File: src/rtl/l1_line_ctrl_if.sv
// Signal bundle for one L1 line slot: CPU access, peek, refill and writeback.
// The design connects to slave; the driver of the slot (controller or bench) connects to master.
interface l1_line_ctrl_if #(
  parameter int TAG_W   = 23,
  parameter int SET_W   = 4,
  parameter int WORD_AW = 3
);
  logic              rreq, wreq;
  logic [31:0]       addr, wdata;
  logic [3:0]        wstrb;
  logic              hit;
  logic [31:0]       rdata;
  logic [31:0]       peek_addr;
  logic              peek_hit;
  logic [31:0]       peek_rdata;
  logic              fill_start;
  logic [TAG_W-1:0]  fill_tag;
  logic [SET_W-1:0]  fill_set;
  logic              fill_valid;
  logic [31:0]       fill_data;
  logic              evict_req;
  logic              wb_valid, wb_ready;
  logic [31:0]       wb_addr, wb_data;
  logic              evict_done;
  logic              line_valid, line_dirty, busy;

  modport slave (
    input  rreq, wreq, addr, wdata, wstrb, peek_addr,
           fill_start, fill_tag, fill_set, fill_valid, fill_data,
           evict_req, wb_ready,
    output hit, rdata, peek_hit, peek_rdata, wb_valid, wb_addr, wb_data,
           evict_done, line_valid, line_dirty, busy
  );

  modport master (
    output rreq, wreq, addr, wdata, wstrb, peek_addr,
           fill_start, fill_tag, fill_set, fill_valid, fill_data,
           evict_req, wb_ready,
    input  hit, rdata, peek_hit, peek_rdata, wb_valid, wb_addr, wb_data,
           evict_done, line_valid, line_dirty, busy
  );
endinterface

File: src/rtl/l1_line_ctrl.sv
// One L1 cache line: tag/set, valid/dirty state, burst refill, dirty writeback,
// zero-latency CPU hit path and a side-effect-free peek port.
module l1_line_ctrl #(
  parameter int TAG_W   = 23,
  parameter int SET_W   = 4,
  parameter int WORD_AW = 3
) (
  input  logic          clk,
  input  logic          reset,
  l1_line_ctrl_if.slave bus
);
  localparam int WORDS = 2**WORD_AW;
  localparam logic [WORD_AW-1:0] LAST = WORD_AW'(WORDS-1);

  if (TAG_W + SET_W + WORD_AW + 2 != 32) begin : g_bad_split
    $error("l1_line_ctrl: TAG_W+SET_W+WORD_AW+2 must equal 32");
  end

  typedef enum logic [2:0] {S_INV, S_FILL, S_CLEAN, S_DIRTY, S_WB} state_e;

  state_e             state_q, state_d;
  logic [TAG_W-1:0]   tag_q, tag_d;
  logic [SET_W-1:0]   set_q, set_d;
  logic [WORD_AW-1:0] cnt_q, cnt_d;
  logic               done_q, done_d;
  logic [31:0]        mem_q [WORDS];

  logic               mem_we;
  logic [WORD_AW-1:0] mem_widx;
  logic [31:0]        mem_wval, merged;

  logic [TAG_W-1:0]   a_tag, p_tag;
  logic [SET_W-1:0]   a_set, p_set;
  logic [WORD_AW-1:0] a_word, p_word;
  logic               match, p_match, readable;
  logic               unused_lsbs;

  assign a_tag  = bus.addr[31 -: TAG_W];
  assign a_set  = bus.addr[31-TAG_W -: SET_W];
  assign a_word = bus.addr[2 +: WORD_AW];
  assign p_tag  = bus.peek_addr[31 -: TAG_W];
  assign p_set  = bus.peek_addr[31-TAG_W -: SET_W];
  assign p_word = bus.peek_addr[2 +: WORD_AW];
  assign unused_lsbs = ^{bus.addr[1:0], bus.peek_addr[1:0]};

  assign readable = (state_q == S_CLEAN) || (state_q == S_DIRTY);
  assign match    = (a_tag == tag_q) && (a_set == set_q);
  assign p_match  = (p_tag == tag_q) && (p_set == set_q);

  // Eviction wins over a same-cycle CPU access, so the hit is suppressed outright.
  assign bus.hit        = readable && (bus.rreq || bus.wreq) && match && !bus.evict_req;
  assign bus.rdata      = (bus.hit && bus.rreq) ? mem_q[a_word] : 32'h0;
  assign bus.peek_hit   = readable && p_match;
  assign bus.peek_rdata = bus.peek_hit ? mem_q[p_word] : 32'h0;
  assign bus.wb_valid   = (state_q == S_WB);
  assign bus.wb_addr    = bus.wb_valid ? {tag_q, set_q, cnt_q, 2'b00} : 32'h0;
  assign bus.wb_data    = bus.wb_valid ? mem_q[cnt_q] : 32'h0;
  assign bus.evict_done = done_q;
  assign bus.line_valid = readable;
  assign bus.line_dirty = (state_q == S_DIRTY);
  assign bus.busy       = (state_q == S_FILL) || (state_q == S_WB);

  always_comb begin
    merged = mem_q[a_word];
    for (int b = 0; b < 4; b++)
      if (bus.wstrb[b]) merged[8*b +: 8] = bus.wdata[8*b +: 8];
  end

  always_comb begin
    state_d  = state_q;
    tag_d    = tag_q;
    set_d    = set_q;
    cnt_d    = cnt_q;
    done_d   = 1'b0;
    mem_we   = 1'b0;
    mem_widx = cnt_q;
    mem_wval = bus.fill_data;
    case (state_q)
      S_INV: if (bus.fill_start) begin
        state_d = S_FILL;
        tag_d   = bus.fill_tag;
        set_d   = bus.fill_set;
        cnt_d   = '0;
      end
      S_FILL: if (bus.evict_req) begin
        state_d = S_INV;
        done_d  = 1'b1;
      end else if (bus.fill_valid) begin
        mem_we = 1'b1;
        cnt_d  = cnt_q + 1'b1;
        if (cnt_q == LAST) state_d = S_CLEAN;
      end
      S_CLEAN, S_DIRTY: if (bus.evict_req) begin
        if (state_q == S_CLEAN) begin
          state_d = S_INV;
          done_d  = 1'b1;
        end else begin
          state_d = S_WB;
          cnt_d   = '0;
        end
      end else if (bus.hit && bus.wreq) begin
        // An all-zero strobe still counts as a write and dirties the line.
        mem_we   = 1'b1;
        mem_widx = a_word;
        mem_wval = merged;
        state_d  = S_DIRTY;
      end
      S_WB: if (bus.wb_ready) begin
        cnt_d = cnt_q + 1'b1;
        if (cnt_q == LAST) begin
          state_d = S_INV;
          done_d  = 1'b1;
        end
      end
      default: state_d = S_INV;
    endcase
  end

  always_ff @(posedge clk) begin
    if (reset) begin
      state_q <= S_INV;
      tag_q   <= '0;
      set_q   <= '0;
      cnt_q   <= '0;
      done_q  <= 1'b0;
    end else begin
      state_q <= state_d;
      tag_q   <= tag_d;
      set_q   <= set_d;
      cnt_q   <= cnt_d;
      done_q  <= done_d;
    end
  end

  // Line storage carries no reset; it is only observable once a fill completes.
  always_ff @(posedge clk) begin
    if (!reset && mem_we) mem_q[mem_widx] <= mem_wval;
  end
endmodule

File: src/flat_wrapper.sv
// flat-port wrapper written by rule: the top's interface ports become plain ports
module l1_line_ctrl_flat 
#(
  parameter int TAG_W   = 23,
  parameter int SET_W   = 4,
  parameter int WORD_AW = 3
)
  (clk, reset, bus_rreq, bus_wreq, bus_addr, bus_wdata, bus_wstrb, bus_peek_addr, bus_fill_start, bus_fill_tag, bus_fill_set, bus_fill_valid, bus_fill_data, bus_evict_req, bus_wb_ready, bus_hit, bus_rdata, bus_peek_hit, bus_peek_rdata, bus_wb_valid, bus_wb_addr, bus_wb_data, bus_evict_done, bus_line_valid, bus_line_dirty, bus_busy);
  l1_line_ctrl_if #(.TAG_W(TAG_W), .SET_W(SET_W), .WORD_AW(WORD_AW)) bus_i ();
  input  logic clk;
  input  logic reset;
  input wire logic [$bits(bus_i.rreq)-1:0] bus_rreq;
  input wire logic [$bits(bus_i.wreq)-1:0] bus_wreq;
  input wire logic [$bits(bus_i.addr)-1:0] bus_addr;
  input wire logic [$bits(bus_i.wdata)-1:0] bus_wdata;
  input wire logic [$bits(bus_i.wstrb)-1:0] bus_wstrb;
  input wire logic [$bits(bus_i.peek_addr)-1:0] bus_peek_addr;
  input wire logic [$bits(bus_i.fill_start)-1:0] bus_fill_start;
  input wire logic [$bits(bus_i.fill_tag)-1:0] bus_fill_tag;
  input wire logic [$bits(bus_i.fill_set)-1:0] bus_fill_set;
  input wire logic [$bits(bus_i.fill_valid)-1:0] bus_fill_valid;
  input wire logic [$bits(bus_i.fill_data)-1:0] bus_fill_data;
  input wire logic [$bits(bus_i.evict_req)-1:0] bus_evict_req;
  input wire logic [$bits(bus_i.wb_ready)-1:0] bus_wb_ready;
  output wire logic [$bits(bus_i.hit)-1:0] bus_hit;
  output wire logic [$bits(bus_i.rdata)-1:0] bus_rdata;
  output wire logic [$bits(bus_i.peek_hit)-1:0] bus_peek_hit;
  output wire logic [$bits(bus_i.peek_rdata)-1:0] bus_peek_rdata;
  output wire logic [$bits(bus_i.wb_valid)-1:0] bus_wb_valid;
  output wire logic [$bits(bus_i.wb_addr)-1:0] bus_wb_addr;
  output wire logic [$bits(bus_i.wb_data)-1:0] bus_wb_data;
  output wire logic [$bits(bus_i.evict_done)-1:0] bus_evict_done;
  output wire logic [$bits(bus_i.line_valid)-1:0] bus_line_valid;
  output wire logic [$bits(bus_i.line_dirty)-1:0] bus_line_dirty;
  output wire logic [$bits(bus_i.busy)-1:0] bus_busy;
  assign bus_i.rreq = bus_rreq;
  assign bus_i.wreq = bus_wreq;
  assign bus_i.addr = bus_addr;
  assign bus_i.wdata = bus_wdata;
  assign bus_i.wstrb = bus_wstrb;
  assign bus_i.peek_addr = bus_peek_addr;
  assign bus_i.fill_start = bus_fill_start;
  assign bus_i.fill_tag = bus_fill_tag;
  assign bus_i.fill_set = bus_fill_set;
  assign bus_i.fill_valid = bus_fill_valid;
  assign bus_i.fill_data = bus_fill_data;
  assign bus_i.evict_req = bus_evict_req;
  assign bus_i.wb_ready = bus_wb_ready;
  assign bus_hit = bus_i.hit;
  assign bus_rdata = bus_i.rdata;
  assign bus_peek_hit = bus_i.peek_hit;
  assign bus_peek_rdata = bus_i.peek_rdata;
  assign bus_wb_valid = bus_i.wb_valid;
  assign bus_wb_addr = bus_i.wb_addr;
  assign bus_wb_data = bus_i.wb_data;
  assign bus_evict_done = bus_i.evict_done;
  assign bus_line_valid = bus_i.line_valid;
  assign bus_line_dirty = bus_i.line_dirty;
  assign bus_busy = bus_i.busy;
  l1_line_ctrl #(.TAG_W(TAG_W), .SET_W(SET_W), .WORD_AW(WORD_AW)) u_core (.clk(clk), .reset(reset), .bus(bus_i));
endmodule
File: config.mk
export PLATFORM = sky130hd
export DESIGN_NAME = l1_line_ctrl_flat
export DESIGN_NICKNAME = d
export VERILOG_FILES = /design/src/rtl/l1_line_ctrl_if.sv /design/src/rtl/l1_line_ctrl.sv /design/src/flat_wrapper.sv
export SDC_FILE = /design/constraint.sdc
export NUM_CORES = 1
export LEC_CHECK = 0
export ABC_AREA = 1
export CORE_MARGIN = 4
export CORE_UTILIZATION = 48
export CTS_BUF_LIST = sky130_fd_sc_hd__clkbuf_2 sky130_fd_sc_hd__clkbuf_4 sky130_fd_sc_hd__clkbuf_8
export DETAILED_ROUTE_END_ITERATION = 10
export GPL_TIMING_DRIVEN = 0
export PLACE_DENSITY = 0.77
export SYNTH_ARGS = -nofsm -noshare
export SYNTH_HDL_FRONTEND = slang
export SYNTH_SLANG_ARGS = --single-unit
File: constraint.sdc
create_clock -name clk -period 3.6 [get_ports clk]
set_input_delay 0.54 -clock clk [delete_from_list [all_inputs] [get_ports clk]]
set_output_delay 0.54 -clock clk [all_outputs]
set_load 0.1 [all_outputs]
; ---- Word-level counts from Yosys, hierarchy flattened
; Memory sizes are Yosys's and may differ from the RTL's. A register that Yosys moved wholly into a read port is not among the register bits.
; Cells that the tools add are included.
[op_classes]
addsub = 1
n_eq_ne = 19
n_mux = 46
n_reduce_logical = 20
[op_table]
columns = op, count
row1 = $mux W32, 7
row2 = $mux W3, 20
row3 = $eq A23 B23 Y1, 2
row4 = $mux W8, 4
row5 = $pmux W3 S4, 2
row6 = $ne A2 B2 Y1 const B, 7
row7 = $mux W1, 11
row8 = $logic_and A1 B1 Y1, 9
row9 = $eq A4 B4 Y1, 2
row10 = $reduce_and A7 Y1, 1
row11 = $eq A3 B2 Y1 const B, 2
row12 = $eq A3 B3 Y1 const B, 2
row13 = $ne A3 B3 Y1 const B, 2
row14 = $reduce_and A6 Y1, 1
row15 = $reduce_bool A4 Y1, 1
row16 = $add A3 B1 Y3 const B, 1
row17 = $eq A3 B1 Y1 const B, 1
row18 = $logic_not A3 Y1, 1
row19 = $logic_or A1 B1 Y1, 3
row20 = $ne A3 B2 Y1 const B, 1
row21 = $pmux W1 S3, 1
row22 = $logic_not A1 Y1, 2
row23 = $pmux W1 S2, 1
row24 = $reduce_and A2 Y1, 1
row25 = $reduce_or A2 Y1, 1
[word_totals]
elab_cells = 92
ramBits = 256
memories = 1
regBits = 34
[memory_table]
columns = memory, words, width, read_ports, rd_clocked_by_memory_dff, write_ports, line
row1 = u_core.mem_q, 8, 32, 3, 1, 1, l1_line_ctrl.sv:26  ; logic [31:0] mem_q [WORDS];

; ---- Longest topological paths before layout
[logic_depth]
word_depth = 12
ltp_mapped = 15
depth_no_buf = 13

; ---- Worst setup path after synthesis
; No wires, ideal clock.
[synth_path]
kind = flip-flop to output port
from = register u_core.state_q[1]
to = output bus_wb_data[22]
t_required_ns = 3.060
arrival_time_ns = 3.467
path_stages_with_launch = 9
path_slack_ns = -0.407
cell_sequence = dfxtp_1 > inv_1 > nand2_1 > inv_1 > nand2_2 > inv_1 > buf_1 > nand2_1 > a31oi_1
[synth_between]
elab_chain_len = 2
[synth_rtl]
columns = item, line
row1 = "start, declared", l1_line_ctrl.sv:21  ; state_e state_q, state_d;
row2 = "start signal, assigned", l1_line_ctrl.sv:127  ; state_q <= state_d;
row3 = $eq A3 B3 Y1, l1_line_ctrl.sv:55  ; assign bus.wb_valid = (state_q == S_WB);
row4 = net bus_wb_valid, flat_wrapper.sv:29  ; output wire logic [$bits(bus_i.wb_valid)-1:0] bus_wb_valid;
row5 = $mux W32, l1_line_ctrl.sv:57  ; assign bus.wb_data = bus.wb_valid ? mem_q[cnt_q] : 32'h0;
row6 = "end, declared", flat_wrapper.sv:31  ; output wire logic [$bits(bus_i.wb_data)-1:0] bus_wb_data;
; The timed path passes the listed nets, and every way through them passes these cells.

; ---- Worst setup path in the final report
[layout_path]
from = input bus_addr[2]
to = output bus_rdata[14]
[layout_between]
elab_chain_len = 2
[layout_rtl]
columns = item, line
row1 = "start, declared", flat_wrapper.sv:14  ; input wire logic [$bits(bus_i.addr)-1:0] bus_addr;
row2 = $mem_v2 Z8 W32, n/a
row3 = $mux W32, l1_line_ctrl.sv:52  ; assign bus.rdata = (bus.hit && bus.rreq) ? mem_q[a_word] : 32'h0;
row4 = "end, declared", flat_wrapper.sv:26  ; output wire logic [$bits(bus_i.rdata)-1:0] bus_rdata;
; No other way between the ends.

==> out/results.ini <==
[sta]
hold_viol_final=0
period_minus_slack_ns=3.66
worst_pin_slew_ns=1.05
slew_headroom_pct=29.9
setup_ws_ns=-0.0632
finalSetupViolCount=2
clock_skew_ns=0.0352
rsz0062_at_grt=no
slew_viol_final=0
period_share_pct=102
timing.fmax_ghz=0.273

[route]
vias=20862
wl_met2_um=35900
drc=0
final_antenna_net_count=0
wl_met3_um=10700
routedWlPerCell_um=23.9
via_per_inst=6.21
dr.pass1.iters=6
drt_iter0_drc=3055
top_layer=met5
wl_met1_um=29000
postRouteWirelength_um=80300

[pwr]
total_power_uw=10000
leakagePower_uw=0.00920
power.density_nw_per_um2=431
peakVddDrop_mv=0.287

[critical_path]
r2r_setup_slack_ns=0.62
cp_max_fo=10
cp.required_ns=3.06
cp.arrival_ns=3.12
reg2reg_from=u_core.tag_q[13]
reg2reg_to=u_core.mem_q[1][15]
critPathLaunchType=input pin
worstSetupPathType=input pin to output pin
worstSetupEndpointType=output pin
r2r_cells=13

[synth]
syn_area_um2=18500
yosys_warnings=0
synthFlopType=edfxtp_1
ys_types=39
synth-edff-count=256
syn-mean-instance-area_um2=7.56
ys_seq_area_share_pct=45.5
synthArstFlopShare_pct=0
netlist_instances=2451
ys_ff_latch=293

[place]
io_buffers=291
gp_congestion=1.00
numPlacedInstances=3262
dpl.hpwl_um=55700

[cts]
clock_latency_ns=0.67
clockBufferDepth=3
ctsHoldBuffers=0
cts_max_level=2
clock-sinks=293
cts-root-buf=clkbuf_8
path_clk_slew_ns=0.06
cts_buffers=52
cts_tree=built

[outcome]
violations=setup timing
status=finished, violations left

[global_route]
grt_pass1_vias=20369
grt_first_pass_wirelength_um=118000
antenna_found_initial=2
grt_max_degree=26
overflow=0
grt_use_total_pct=36.9

[hold_path]
hold_class=flop to flop
worstHoldPathCells=2
worstHoldStart=u_core.tag_q[4]
hold-path-endpoint=u_core.tag_q[4]

[floorplan]
initial_core_util_pct=49.0
die-height_um=205
rows=71
coreArea_um2=37800
ios=302
die_x_um=205
die_area_um2=41800

[finish]
area_growth_pct=25.4
nets=2976
final_cells=3360
drive_above_1_share_pct=14.2
fillers=3452

[run]
maxCapViolCount=0

state kept, by name, indices dropped and copies added (netlist names), named ones only:
name / flops
u_core.bus.evict_done: 1
u_core.tag_q: 23
u_core.state_q: 3
u_core.set_q: 4
u_core.cnt_q: 3
u_core.mem_q: 256
kinds of logic after synthesis:
| family | Yosys count | synth area share [%] |
|---|---|---|
| AOI/OAI and AO/OA | 881 | 25.4 |
| DFF | 293 | 45.5 |
| buffers and inverters | 413 | 9.33 |
| other | 1 | 0.0202 |
| and+or+nand+nor | 847 | 19.0 |
| xor gates and xnor gates | 14 | 0.661 |
| adders and majority gates | 2 | 0.135 |
worst max-delay path by stage:
stage                      start                   to  slack [ns]  cells after the start
5_1_grt              bus_addr[2]        bus_rdata[15]      0.0002                      7
3_5_place_dp   bus_peek_addr[18]   bus_peek_rdata[18]       -0.78                     10
6_report             bus_addr[2]        bus_rdata[14]       -0.06                      7
3_3_place_gp         bus_addr[3]  u_core.mem_q[0][14]       -2.00                      8
4_1_cts                     flop       bus_wb_data[1]       0.006                      8
2_1_floorplan   bus_peek_addr[8]    bus_peek_rdata[0]       -0.30                      4
synth_stat cells, types with 2 or more instances:
master,instances,area (um^2)
a211oi_1,2,15.0
a21oi_1,354,1770
a221oi_2,3,45.0
a22o_1,2,17.5
a22oi_1,2,15.0
a31oi_1,63,394
buf_1,22,82.6
buf_2,42,210
buf_4,8,60.1
buf_6,13,146
clkbuf_1,97,364
dfxtp_1,37,741
edfxtp_1,256,7690
ha_1,2,25.0
inv_1,212,796
inv_2,19,71.3
nand2_1,521,1960
nand2_2,6,37.5
nand3_1,50,250
nand3_2,3,30.0
nor2_1,216,811
nor2_2,7,43.8
nor3_1,4,20.0
nor3_2,29,290
o211ai_1,64,480
o21ai_0,351,1760
o21ai_1,34,170
o22ai_1,3,18.8
or2_2,7,43.8
xnor2_1,13,114
placed cells by master (no fill, tap or decap), types with 32 or more instances in the layout:
cell type | netlist | final
a21oi_1 | 354 | 354
a31oi_1 | 63 | 53
buf_2 | 42 | 84
clkbuf_1 | 97 | 75
clkbuf_4 | 0 | 45
clkbuf_8 | 0 | 56
clkdlybuf4s50_1 | 0 | 162
dfxtp_1 | 37 | 37
dlygate4sd2_1 | 0 | 32
edfxtp_1 | 256 | 256
inv_1 | 212 | 212
nand2_1 | 521 | 520
nand3_1 | 50 | 50
nor2_1 | 216 | 181
nor2_2 | 7 | 34
o211ai_1 | 64 | 64
o21ai_0 | 351 | 351
o21ai_1 | 34 | 34
metal layers:
layer | vias to the layer above | track usage [%]
li1 | 9117 | -
met1 | 9595 | 45.7
met2 | 1784 | 58.6
met3 | 358 | 10.6
met4 | 8 | 19.8
met5 | - | 1.07
worst max-delay path: stages:
cell and delay (ns):
clkdlybuf4s50_1 0.57, buf_4 0.26, clkbuf_1 0.75, o21ai_0 0.27
a31oi_1 0.35, nor2_2 0.07, clkbuf_4 0.29
per-stage QoR:
step / cell area (um^2) / setup TNS [ns] / setup slack [ns] / hold WS, ns / util, %
after CTS: 23200 / 0 / 0.00588 / 0.482 / 61.4
after global placement: 22200 / -317.43 / -2.00 / 0.490 / 58.8
after global routing: 23200 / 0 / 0.000245 / 0.522 / 61.4
final: 23200 / -0.0703 / -0.0632 / 0.500 / 61.4
after detailed placement: 22500 / -49.25 / -0.778 / 0.496 / 59.3
after floorplan: 18700 / -0.893 / -0.298 / 0.469 / -
report_power, final:
group | switching (uW) | total [uW] | internal, uW
Combinational | 2030 | 2820 | 793
Sequential | 118 | 3940 | 3830
Clock | 1530 | 3260 | 1730
repair_timing:
| item | 4_1_cts | 5_1_grt |
|---|---|---|
| pin swaps | 1 | 0 |
| setup buffers | 2 | 0 |
| resized for setup | 518 | 99 |
| endpoints found under the setup margin | 129 | 92 |
final cells by class:
class	instances	area, um^2	area share [%]
timing repair buffer	301	2760	11.9
clock buffer	63	823	3.54
buffer	182	897	3.86
antenna	1	2.50	0.0108
tap	511	639	2.75
sequential	293	8430	36.3
inverter	231	867	3.73
multi-input combinational	1746	8600	37.0
clock inverter	32	226	0.975
Note: power is estimated with default switching activity, not from simulation.
